<file path="src/rtl/bram_fetch_pkg.sv">
// Shared types and size helpers for the BRAM stream fetcher.
package bram_fetch_pkg;

  typedef enum logic [1:0] {
    ST_IDLE,
    ST_FETCH,
    ST_DRAIN,
    ST_DONE
  } state_t;

  // Tag position fields are sized for the largest supported image edge.
  localparam int POS_W = 16;

  typedef struct packed {
    logic             sof;
    logic             eol;
    logic             eof;
    logic [POS_W-1:0] row;
    logic [POS_W-1:0] col;
  } tag_t;

  function automatic int frame_pix(input int rows, input int cols);
    return rows * cols;
  endfunction

  function automatic int batch_len(input int lines, input int cols);
    return lines * cols;
  endfunction

  // Enough room for every read in flight plus two beats of slack.
  function automatic int fifo_depth(input int rd_lat);
    return rd_lat + 2;
  endfunction

  function automatic int clog2_min1(input int n);
    return (n > 1) ? $clog2(n) : 1;
  endfunction

  function automatic int row_w(input int rows);
    return clog2_min1(rows);
  endfunction

  function automatic int col_w(input int cols);
    return clog2_min1(cols);
  endfunction

  function automatic int occ_w(input int depth);
    return $clog2(depth + 1);
  endfunction

endpackage

</file>
<file path="src/rtl/bram_stream_fetch_fifo.sv">
// First-word-fall-through FIFO with occupancy count.
module fwft_fifo #(
  parameter int DEPTH = 4,
  parameter int WIDTH = 8
) (
  input  logic                       clk,
  input  logic                       rst,
  input  logic                       wr_en,
  input  logic [WIDTH-1:0]           wr_data,
  input  logic                       rd_en,
  output logic [WIDTH-1:0]           rd_data,
  output logic                       empty,
  output logic                       full,
  output logic [$clog2(DEPTH+1)-1:0] count
);
  localparam int PTR_W = (DEPTH > 1) ? $clog2(DEPTH) : 1;
  localparam int CNT_W = $clog2(DEPTH + 1);

  logic [WIDTH-1:0] mem [DEPTH];
  logic [PTR_W-1:0] wr_ptr;
  logic [PTR_W-1:0] rd_ptr;
  logic             do_wr;
  logic             do_rd;

  function automatic logic [PTR_W-1:0] ptr_inc(input logic [PTR_W-1:0] p);
    return (p == PTR_W'(DEPTH - 1)) ? '0 : p + 1'b1;
  endfunction

  assign empty   = (count == '0);
  assign full    = (count == CNT_W'(DEPTH));
  assign do_wr   = wr_en && !full;
  assign do_rd   = rd_en && !empty;
  assign rd_data = mem[rd_ptr];

  // Storage write; contents need no reset since count gates visibility.
  always_ff @(posedge clk) begin
    if (do_wr) mem[wr_ptr] <= wr_data;
  end

  // Pointer and occupancy tracking.
  always_ff @(posedge clk or posedge rst) begin
    if (rst) begin
      wr_ptr <= '0;
      rd_ptr <= '0;
      count  <= '0;
    end else begin
      if (do_wr) wr_ptr <= ptr_inc(wr_ptr);
      if (do_rd) rd_ptr <= ptr_inc(rd_ptr);
      case ({do_wr, do_rd})
        2'b10:   count <= count + 1'b1;
        2'b01:   count <= count - 1'b1;
        default: count <= count;
      endcase
    end
  end

  // The credit scheme upstream must never push into a full FIFO.
  overflow_chk: assert property (@(posedge clk) disable iff (rst) !(wr_en && full));

endmodule

</file>
<file path="src/rtl/bram_stream_fetch.sv">
// Batch line fetcher: BRAM reads with latency tracking, credit flow control
// and per-pixel raster tags.
//
// state    | meaning
// IDLE     | waiting for start_i
// FETCH    | issuing reads while credits allow, until the batch is issued
// DRAIN    | waiting for in-flight reads and the FIFO to empty
// DONE     | one cycle, done_o high
module bram_stream_fetch
  import bram_fetch_pkg::*;
#(
  parameter int IMG_COLS        = 540,
  parameter int IMG_ROWS        = 540,
  parameter int DATA_W          = 8,
  parameter int ADDR_W          = 19,
  parameter int BASE_ADDR       = 0,
  parameter int RD_LAT          = 2,
  parameter int LINES_PER_FETCH = 3
) (
  input  logic                          clk,
  input  logic                          rst,
  input  logic                          start_i,
  output logic                          busy_o,
  output logic                          done_o,
  output logic                          ena_o,
  output logic                          wea_o,
  output logic [ADDR_W-1:0]             addr_o,
  output logic [DATA_W-1:0]             d2mem_o,
  input  logic [DATA_W-1:0]             mem2d_i,
  output logic [DATA_W-1:0]             data_o,
  output logic                          valid_o,
  input  logic                          ready_i,
  output logic                          sof_o,
  output logic                          eol_o,
  output logic                          eof_o,
  output logic [row_w(IMG_ROWS)-1:0]    row_o,
  output logic [col_w(IMG_COLS)-1:0]    col_o
);
  localparam int FRAME_PIX  = frame_pix(IMG_ROWS, IMG_COLS);
  localparam int BATCH      = batch_len(LINES_PER_FETCH, IMG_COLS);
  localparam int FIFO_DEPTH = fifo_depth(RD_LAT);
  localparam int ROW_W      = row_w(IMG_ROWS);
  localparam int COL_W      = col_w(IMG_COLS);
  localparam int OCC_W      = occ_w(FIFO_DEPTH);
  localparam int IDX_W      = clog2_min1(FRAME_PIX);
  localparam int REM_W      = $clog2(BATCH + 1);
  localparam int ENTRY_W    = DATA_W + $bits(tag_t);

  state_t              state_q, state_d;
  logic [REM_W-1:0]    remaining;
  logic [IDX_W-1:0]    idx_q;
  logic [ROW_W-1:0]    row_q;
  logic [COL_W-1:0]    col_q;
  logic [RD_LAT-1:0]   pipe_vld;
  tag_t [RD_LAT-1:0]   pipe_tag;
  tag_t                cur_tag;
  tag_t                out_tag;
  logic [DATA_W-1:0]   out_pix;
  logic [ENTRY_W-1:0]  fifo_rd;
  logic                fifo_empty;
  logic                fifo_full;
  logic [OCC_W-1:0]    fifo_count;
  logic [OCC_W-1:0]    outstanding;
  logic                issue;
  logic                pop;

  // Credits: reads still in the latency pipe plus beats waiting in the FIFO.
  assign outstanding = fifo_count + OCC_W'($countones(pipe_vld));
  assign issue       = (state_q == ST_FETCH) && (outstanding < OCC_W'(FIFO_DEPTH));
  assign pop         = !fifo_empty && ready_i;

  assign cur_tag.sof = (row_q == '0) && (col_q == '0);
  assign cur_tag.eol = (col_q == COL_W'(IMG_COLS - 1));
  assign cur_tag.eof = (idx_q == IDX_W'(FRAME_PIX - 1));
  assign cur_tag.row = POS_W'(row_q);
  assign cur_tag.col = POS_W'(col_q);

  // FSM state register.
  always_ff @(posedge clk or posedge rst) begin
    if (rst) state_q <= ST_IDLE;
    else     state_q <= state_d;
  end

  // Next-state and status outputs.
  always_comb begin
    state_d = state_q;
    busy_o  = 1'b0;
    done_o  = 1'b0;
    ena_o   = 1'b0;
    case (state_q)
      ST_IDLE: begin
        if (start_i) state_d = ST_FETCH;
      end
      ST_FETCH: begin
        busy_o = 1'b1;
        ena_o  = issue;
        if (issue && remaining == REM_W'(1)) state_d = ST_DRAIN;
      end
      ST_DRAIN: begin
        busy_o = 1'b1;
        // Empty once the last outstanding beat leaves this cycle.
        if (outstanding == OCC_W'(pop)) state_d = ST_DONE;
      end
      ST_DONE: begin
        done_o  = 1'b1;
        state_d = ST_IDLE;
      end
      default: state_d = ST_IDLE;
    endcase
  end

  // Reads left to issue in the current batch.
  always_ff @(posedge clk or posedge rst) begin
    if (rst)                               remaining <= '0;
    else if (state_q == ST_IDLE && start_i) remaining <= REM_W'(BATCH);
    else if (issue)                        remaining <= remaining - 1'b1;
  end

  // Frame position advances per issued read and wraps at end of frame.
  always_ff @(posedge clk or posedge rst) begin
    if (rst) begin
      idx_q <= '0;
      row_q <= '0;
      col_q <= '0;
    end else if (issue) begin
      idx_q <= (idx_q == IDX_W'(FRAME_PIX - 1)) ? '0 : idx_q + 1'b1;
      if (col_q == COL_W'(IMG_COLS - 1)) begin
        col_q <= '0;
        row_q <= (row_q == ROW_W'(IMG_ROWS - 1)) ? '0 : row_q + 1'b1;
      end else begin
        col_q <= col_q + 1'b1;
      end
    end
  end

  // Tags travel alongside the BRAM read latency.
  always_ff @(posedge clk or posedge rst) begin
    if (rst) begin
      pipe_vld <= '0;
      pipe_tag <= '0;
    end else begin
      pipe_vld[0] <= issue;
      pipe_tag[0] <= cur_tag;
      for (int k = 1; k < RD_LAT; k++) begin
        pipe_vld[k] <= pipe_vld[k-1];
        pipe_tag[k] <= pipe_tag[k-1];
      end
    end
  end

  fwft_fifo #(
    .DEPTH (FIFO_DEPTH),
    .WIDTH (ENTRY_W)
  ) u_fifo (
    .clk     (clk),
    .rst     (rst),
    .wr_en   (pipe_vld[RD_LAT-1]),
    .wr_data ({mem2d_i, pipe_tag[RD_LAT-1]}),
    .rd_en   (ready_i),
    .rd_data (fifo_rd),
    .empty   (fifo_empty),
    .full    (fifo_full),
    .count   (fifo_count)
  );

  assign {out_pix, out_tag} = fifo_rd;

  assign valid_o = !fifo_empty;
  assign data_o  = valid_o ? out_pix : '0;
  assign sof_o   = valid_o && out_tag.sof;
  assign eol_o   = valid_o && out_tag.eol;
  assign eof_o   = valid_o && out_tag.eof;
  assign row_o   = valid_o ? ROW_W'(out_tag.row) : '0;
  assign col_o   = valid_o ? COL_W'(out_tag.col) : '0;
  assign addr_o  = ADDR_W'(BASE_ADDR) + ADDR_W'(idx_q);
  assign wea_o   = 1'b0;
  assign d2mem_o = '0;

endmodule

</file>
<file path="config.mk">
export PLATFORM = sky130hd
export DESIGN_NAME = bram_stream_fetch
export DESIGN_NICKNAME = d
export VERILOG_FILES = /design/src/rtl/bram_fetch_pkg.sv /design/src/rtl/bram_stream_fetch_fifo.sv /design/src/rtl/bram_stream_fetch.sv
export SDC_FILE = /design/constraint.sdc
export NUM_CORES = 1
export LEC_CHECK = 0
export ABC_CLOCK_PERIOD_IN_PS = 8020
export CAP_MARGIN = 25
export CORE_AREA = 2 2 127 129
export CTS_CLUSTER_SIZE = 30
export DETAILED_ROUTE_END_ITERATION = 10
export DIE_AREA = 0 0 129 131
export PLACE_DENSITY = 0.88
export SLEW_MARGIN = 25
export SYNTH_ARGS = -nofsm -noshare
export SYNTH_HDL_FRONTEND = slang
export SYNTH_SLANG_ARGS = --single-unit
</file>
<file path="constraint.sdc">
create_clock -name clk -period 8.02 [get_ports clk]
set_input_delay 1.604 -clock clk [delete_from_list [all_inputs] [get_ports clk]]
set_output_delay 1.604 -clock clk [all_outputs]
set_load 0.02 [all_outputs]
</file>
Word-level counts from Yosys, hierarchy flattened
Memories as Yosys holds them, arrays and structs flattened. Cells that the tools add are included.

Flip-flop bits (word level): 107. RAM bits: 124. Input port bits: 12. Output and inout port bits: 63. Logic and storage cells: 87. Memories: 1.

Memory list: u_fifo.mem (depth 4, width 31, rd ports 1, clocked after memory_dff 0, wr ports 1, line bram_stream_fetch_fifo.sv:19) `logic [WIDTH-1:0] mem [DEPTH];`.

$add $sub $neg: 10. Order comparisons: 1. Eq/ne operators: 16. Mux-type cells: 20. Reductions and logical operators: 20.

Operators by type and width (number): 10-bit two-way mux (4); 11-bit two-way mux (2); 10-bit by 1-bit adder with 10-bit output (second input constant) (2); 10-bit == test (second input constant) (2); 10-bit zero test (2); 19-bit by 1-bit adder with 19-bit output (second input constant) (1); 19-bit == test (second input constant) (1); 19-bit two-way mux (1); 11-bit by 1-bit == test with 1-bit output (second input constant) (1); 11-bit by 1-bit subtractor with 11-bit output (second input constant) (1); 2-bit == test (second input constant) (5); 2-bit two-way mux (5); 1-bit logical AND (9); 8-bit two-way mux (1); 2-bit case mux with 4 select lines (1); 3-bit case mux with 2 select lines (1); 1-bit two-way mux (5); 2-bit by 1-bit adder with 2-bit output (second input constant) (2); 2-bit by 1-bit == test with 1-bit output (second input constant) (2); 2-bit inequality test (second input constant) (2); 2-bit nonzero test (2); 3-bit by 1-bit adder with 3-bit output (second input constant) (1); 3-bit by 2-bit adder with 3-bit output (1); 3-bit by 1-bit == test with 1-bit output (1); 11 further kinds (12).

Longest topological paths before layout
Depth after elaboration: 7. Gate-level depth with buffers: 9. Mapped depth without buffers: 9.

By module
Synthesis repeated with hierarchy kept, for this count alone.

Cell total of the unflattened synthesis: 638. Area total of the unflattened synthesis: 10940.5 sq um.

Modules (own cells, without submodules): fwft_fifo (instances 1, cells each 266, area each 6718.9 sq um, seq. area each 5340.1 sq um); bram_stream_fetch (instances 1, cells each 372, area each 4221.5 sq um, seq. area each 2502.4 sq um).

Least setup slack after synthesis
No wires, ideal clock.

Path kind: reg-to-output. Start point: register u_fifo.count[0]. End point: output port ena_o. Arrival: 1.860 ns. Required time: 6.416 ns. Path slack: 4.556 ns. Cell stages (with the launch flop): 7. Path buffers: 1. Path through: dfrtp_1 > fa_1 > ha_1 > xnor2_2 > nand2_1 > inv_2 > buf_2.

Cells in the longest elaborated chain, start to end: 4.

RTL lines: from (decl) (line bram_stream_fetch_fifo.sv:14) `output logic [$clog2(DEPTH+1)-1:0] count`; from (signal assigned) (line bram_stream_fetch_fifo.sv:50) `2'b10: count <= count + 1'b1;`; from (signal assigned) (line bram_stream_fetch_fifo.sv:51) `2'b01: count <= count - 1'b1;`; from (signal assigned) (line bram_stream_fetch_fifo.sv:52) `default: count <= count;`; 3-bit by 2-bit adder with 3-bit output (line bram_stream_fetch.sv:68) `assign outstanding = fifo_count + OCC_W'($countones(pipe_vld));`; 3-bit less-than comparator (line bram_stream_fetch.sv:69) `assign issue = (state_q == ST_FETCH) && (outstanding < OCC_W'(FIFO_DEPTH));`; 1-bit logical AND (line bram_stream_fetch.sv:69); 1-bit two-way mux (line bram_stream_fetch.sv:90) `case (state_q)`; to (decl) (line bram_stream_fetch.sv:25) `output logic ena_o,`.

Every way passes these cells.

Worst setup path in the final report
Ends and elaborated chain as after synthesis.

==> results.py <==
metrics = {
    "critical_path": {
        "worst-setup-path-type": "reg2out",
        "critPathArrivalTime_ps": 3130,
        "worst_ep_required_time_ps": 6420,
        "cp-startpoint": "u_fifo.count[0]",
        "rr_worst_depth": 8,
        "r2r-start": "u_fifo.count[0]",
        "endpoint_kind": "primary output",
        "worst_setup_path_endpoint": "ena_o",
        "timing.critical_path.from_type": "flop",
        "r2r_setup_slack_ps": 5200,
        "timing.rr.end": "row_q[2]",
        "timing.critical_path.fanout_max": 18,
    },
    "clocking": {
        "cts_root_buffer": "sky130_fd_sc_hd__clkbuf_16",
        "clkSinkCount": 231,
        "post_cts_resized": 0,
        "clkSlewWorstSetupHoldPaths_ps": 60,
        "cts_made_buffers": 24,
        "postCtsSetupRepairBufs": 0,
        "tritoncts": "yes",
        "cts_hold_buffers": 0,
        "number_of_buffers_on_the_longest_clock_path": 3,
        "insertion_delay_ps": 520,
        "clock_tree.htree_level_count": 1,
    },
    "floorplanning": {
        "die_height_um": 131,
        "initial_utilization": 0.5839,
        "die_w_um": 129,
        "area_inside_the_core_boundary_um2": 15600,
        "floorplan.io_pins": 75,
        "row_count": 46,
        "fp.dieArea_um2": 16900,
    },
    "yosys": {
        "synth_seq_area_share": 0.7028,
        "syn_inst": 572,
        "ys_warn_count": 0,
        "fraction_of_synthesized_area_in_multiplexers": 0.08367,
        "postSynth.topFlopCell": "sky130_fd_sc_hd__edfxtp_1",
        "synth_enable_flop_cells": 124,
        "largest_family_of_logic_cells_by_synthesized_area": "simple AND/OR/NAND/NOR gates",
        "synth.distinct_cells": 44,
        "synth.avg_cell_area_um2": 15.92,
        "synth_area_in_simple_gates": 0.1011,
        "ys_ff_latch": 231,
        "synth_xor_xnor_area_share": 0.03641,
        "netlist_area_um2": 9107,
        "area_share_of_fa_ha_maj_cells_after_synthesis": 0.03050,
        "ys_async_sr_fraction": 0.4632,
        "synth_compound_area_frac": 0.02061,
    },
    "final_layout": {
        "share_of_post_route_cells_with_drive_strength_above_1": 0.1352,
        "layout.cells.most_common": "sky130_fd_sc_hd__edfxtp_1",
        "finish.cell_count_without_fillers": 889,
        "diodes": 0,
        "design.final.nets": 688,
        "most-common-layout-cells": "sky130_fd_sc_hd__edfxtp_1 (124), sky130_fd_sc_hd__dfrtp_1 (106), sky130_fd_sc_hd__clkdlybuf4s50_1 (65)",
        "layout-area-overhead-vs-synth_pct": 18.26,
    },
    "routing": {
        "drt_wl_total_um": 16320,
        "post_drt_wl_per_cell_um": 18.36,
        "remaining_drc_errors": 0,
        "drt_first_pass_iters": 4,
        "routed-via-count": 4987,
        "drt-vias-per-instance": 5.610,
        "drt-initial-drc-count": 458,
        "detail-route-antenna-nets": 0,
    },
    "placement": {
        "dpl.cell_count": 845,
        "numPortBuffers": 65,
        "dp_hpwl_um": 9818,
        "routabilityCongestion": 0.8440,
    },
    "global_route": {
        "grt_pass1_wl_um": 26630,
        "grt_util_overall": 0.2031,
        "grt_pass1_vias": 5236,
        "grt-ovfl-total": 0,
        "largest_net_degree_at_the_start_of_global_routing": 57,
        "antenna_found_initial": 0,
    },
    "sta": {
        "clock-skew-final_ps": 16.19,
        "timing_hold_violations_final": 0,
        "setup-violations-final": 0,
        "worst_slew_margin_rel": 0.4609,
        "setup_total_negative_slack_ps": 0,
        "finalCritPeriodShare": 0.5903,
        "period_minus_slack_ps": 4734,
        "achievable-frequency_mhz": 211.2,
        "timing_max_transition_violations_final": 0,
        "unrepaired_setup_endpoints_after_global_routing": "no",
        "worst_pin_slew_ps": 801.7,
    },
    "pwr": {
        "power_density_nw_per_um2": 336.2,
        "vdd_drop_max_mv": 0.1953,
        "cellLeakagePower_nw": 4.325,
    },
    "job": {
        "max-cap-violations": 0,
    },
    "outcome": {
        "outcome": "finished, final reports clean",
    },
    "min_path": {
        "whs_path_depth": 0,
        "hp-class": "reg2reg",
    },
}
-- cell usage after synthesis, drive strengths merged (5+ instances only) --
cell type / count / area share
inv: 24 / 0.0099
xor2: 14 / 0.013
mux4: 31 / 0.077
xnor2: 23 / 0.023
nand3: 10 / 0.0055
nor2b: 34 / 0.023
o21ai: 15 / 0.0082
nand2: 27 / 0.011
buf: 16 / 0.011
a21oi: 5 / 0.0027
ha: 19 / 0.026
and2: 6 / 0.0043
and3: 7 / 0.0048
nand4: 14 / 0.0096
clkbuf: 8 / 0.0033
nor3: 16 / 0.012
nor2: 29 / 0.012
dfrtp: 107 / 0.29
or3: 6 / 0.0041
or4: 5 / 0.0049
edfxtp: 124 / 0.41
-- per-stage QoR --
step           worst slack [ps]  utilization  instance area [um^2]  power [mW]  hold WS [ps]
2_1_floorplan              3599            -                  9138       2.197         331.2
3_3_place_gp               3875       0.6408                  9995       2.530         333.8
3_5_place_dp               3804       0.6408                  9995       2.584         334.7
4_1_cts                    3252       0.6905                 10770       3.657         338.8
5_1_grt                    3063       0.6905                 10770       3.804         350.9
6_report                   3286       0.6905                 10770       3.621         335.4
-- flip-flops by register name (all words and copies together) (netlist names) --
name           count
idx_q             19
state_q            2
u_fifo.mem       124
u_fifo.count       3
remaining         11
u_fifo.rd_ptr      2
pipe_vld           2
row_q             10
u_fifo.wr_ptr      2
col_q             10
pipe_tag          46
-- area by class of cell --
cell class / instances / area (um^2)
clock inverters: 13 / 107.6
inverters: 24 / 92.59
well taps: 216 / 270.3
multi-input cells: 301 / 2519
repair buffers: 73 / 710.7
fillers: 972 / 4827
flip-flops and latches: 231 / 6402
clock buffers: 31 / 668.1
-- power by group --
group / switching (mW) / internal (mW) / leakage [nW]
Clock: 0.443 / 0.623 / 0.379
Sequential: 0.119 / 1.41 / 2.65
Combinational: 0.541 / 0.485 / 1.30
-- worst min path at each step --
stage / endpoint / slack, ps / startpoint
4_1_cts: pipe_tag[57] / 340 / pipe_tag[22]
5_1_grt: pipe_tag[57] / 350 / pipe_tag[22]
3_3_place_gp: pipe_tag[43] / 330 / pipe_tag[8]
3_5_place_dp: pipe_tag[51] / 330 / pipe_tag[16]
6_report: pipe_tag[57] / 340 / pipe_tag[22]
2_1_floorplan: pipe_tag[35] / 330 / pipe_tag[0]
-- routing by layer --
| layer | wire (um) | track usage | up-vias |
|---|---|---|---|
| met1 | 6824 | 0.2632 | 2564 |
| li1 | - | - | 2235 |
| met4 | 336 | 0.05754 | 0 |
| met5 | 0 | 0 | - |
| met3 | 790 | 0.03257 | 36 |
| met2 | 8373 | 0.3607 | 152 |
-- logic make-up after synthesis --
logic type / after synthesis
other cells: 1
flops: 231
simple gates: 165
compound gates: 32
xor+xnor: 37
mux: 37
fa+ha+maj: 21
buf+inv: 48
-- worst max-delay path: stages, from the launching register on --
cell and delay, ps:
sky130_fd_sc_hd__dfrtp_1 460, sky130_fd_sc_hd__fa_1 420, sky130_fd_sc_hd__ha_1 220, sky130_fd_sc_hd__xnor2_2 310
sky130_fd_sc_hd__nand2_1 250, sky130_fd_sc_hd__inv_2 300, sky130_fd_sc_hd__clkdlybuf4s50_1 670
(Power assumes the default switching activity.)
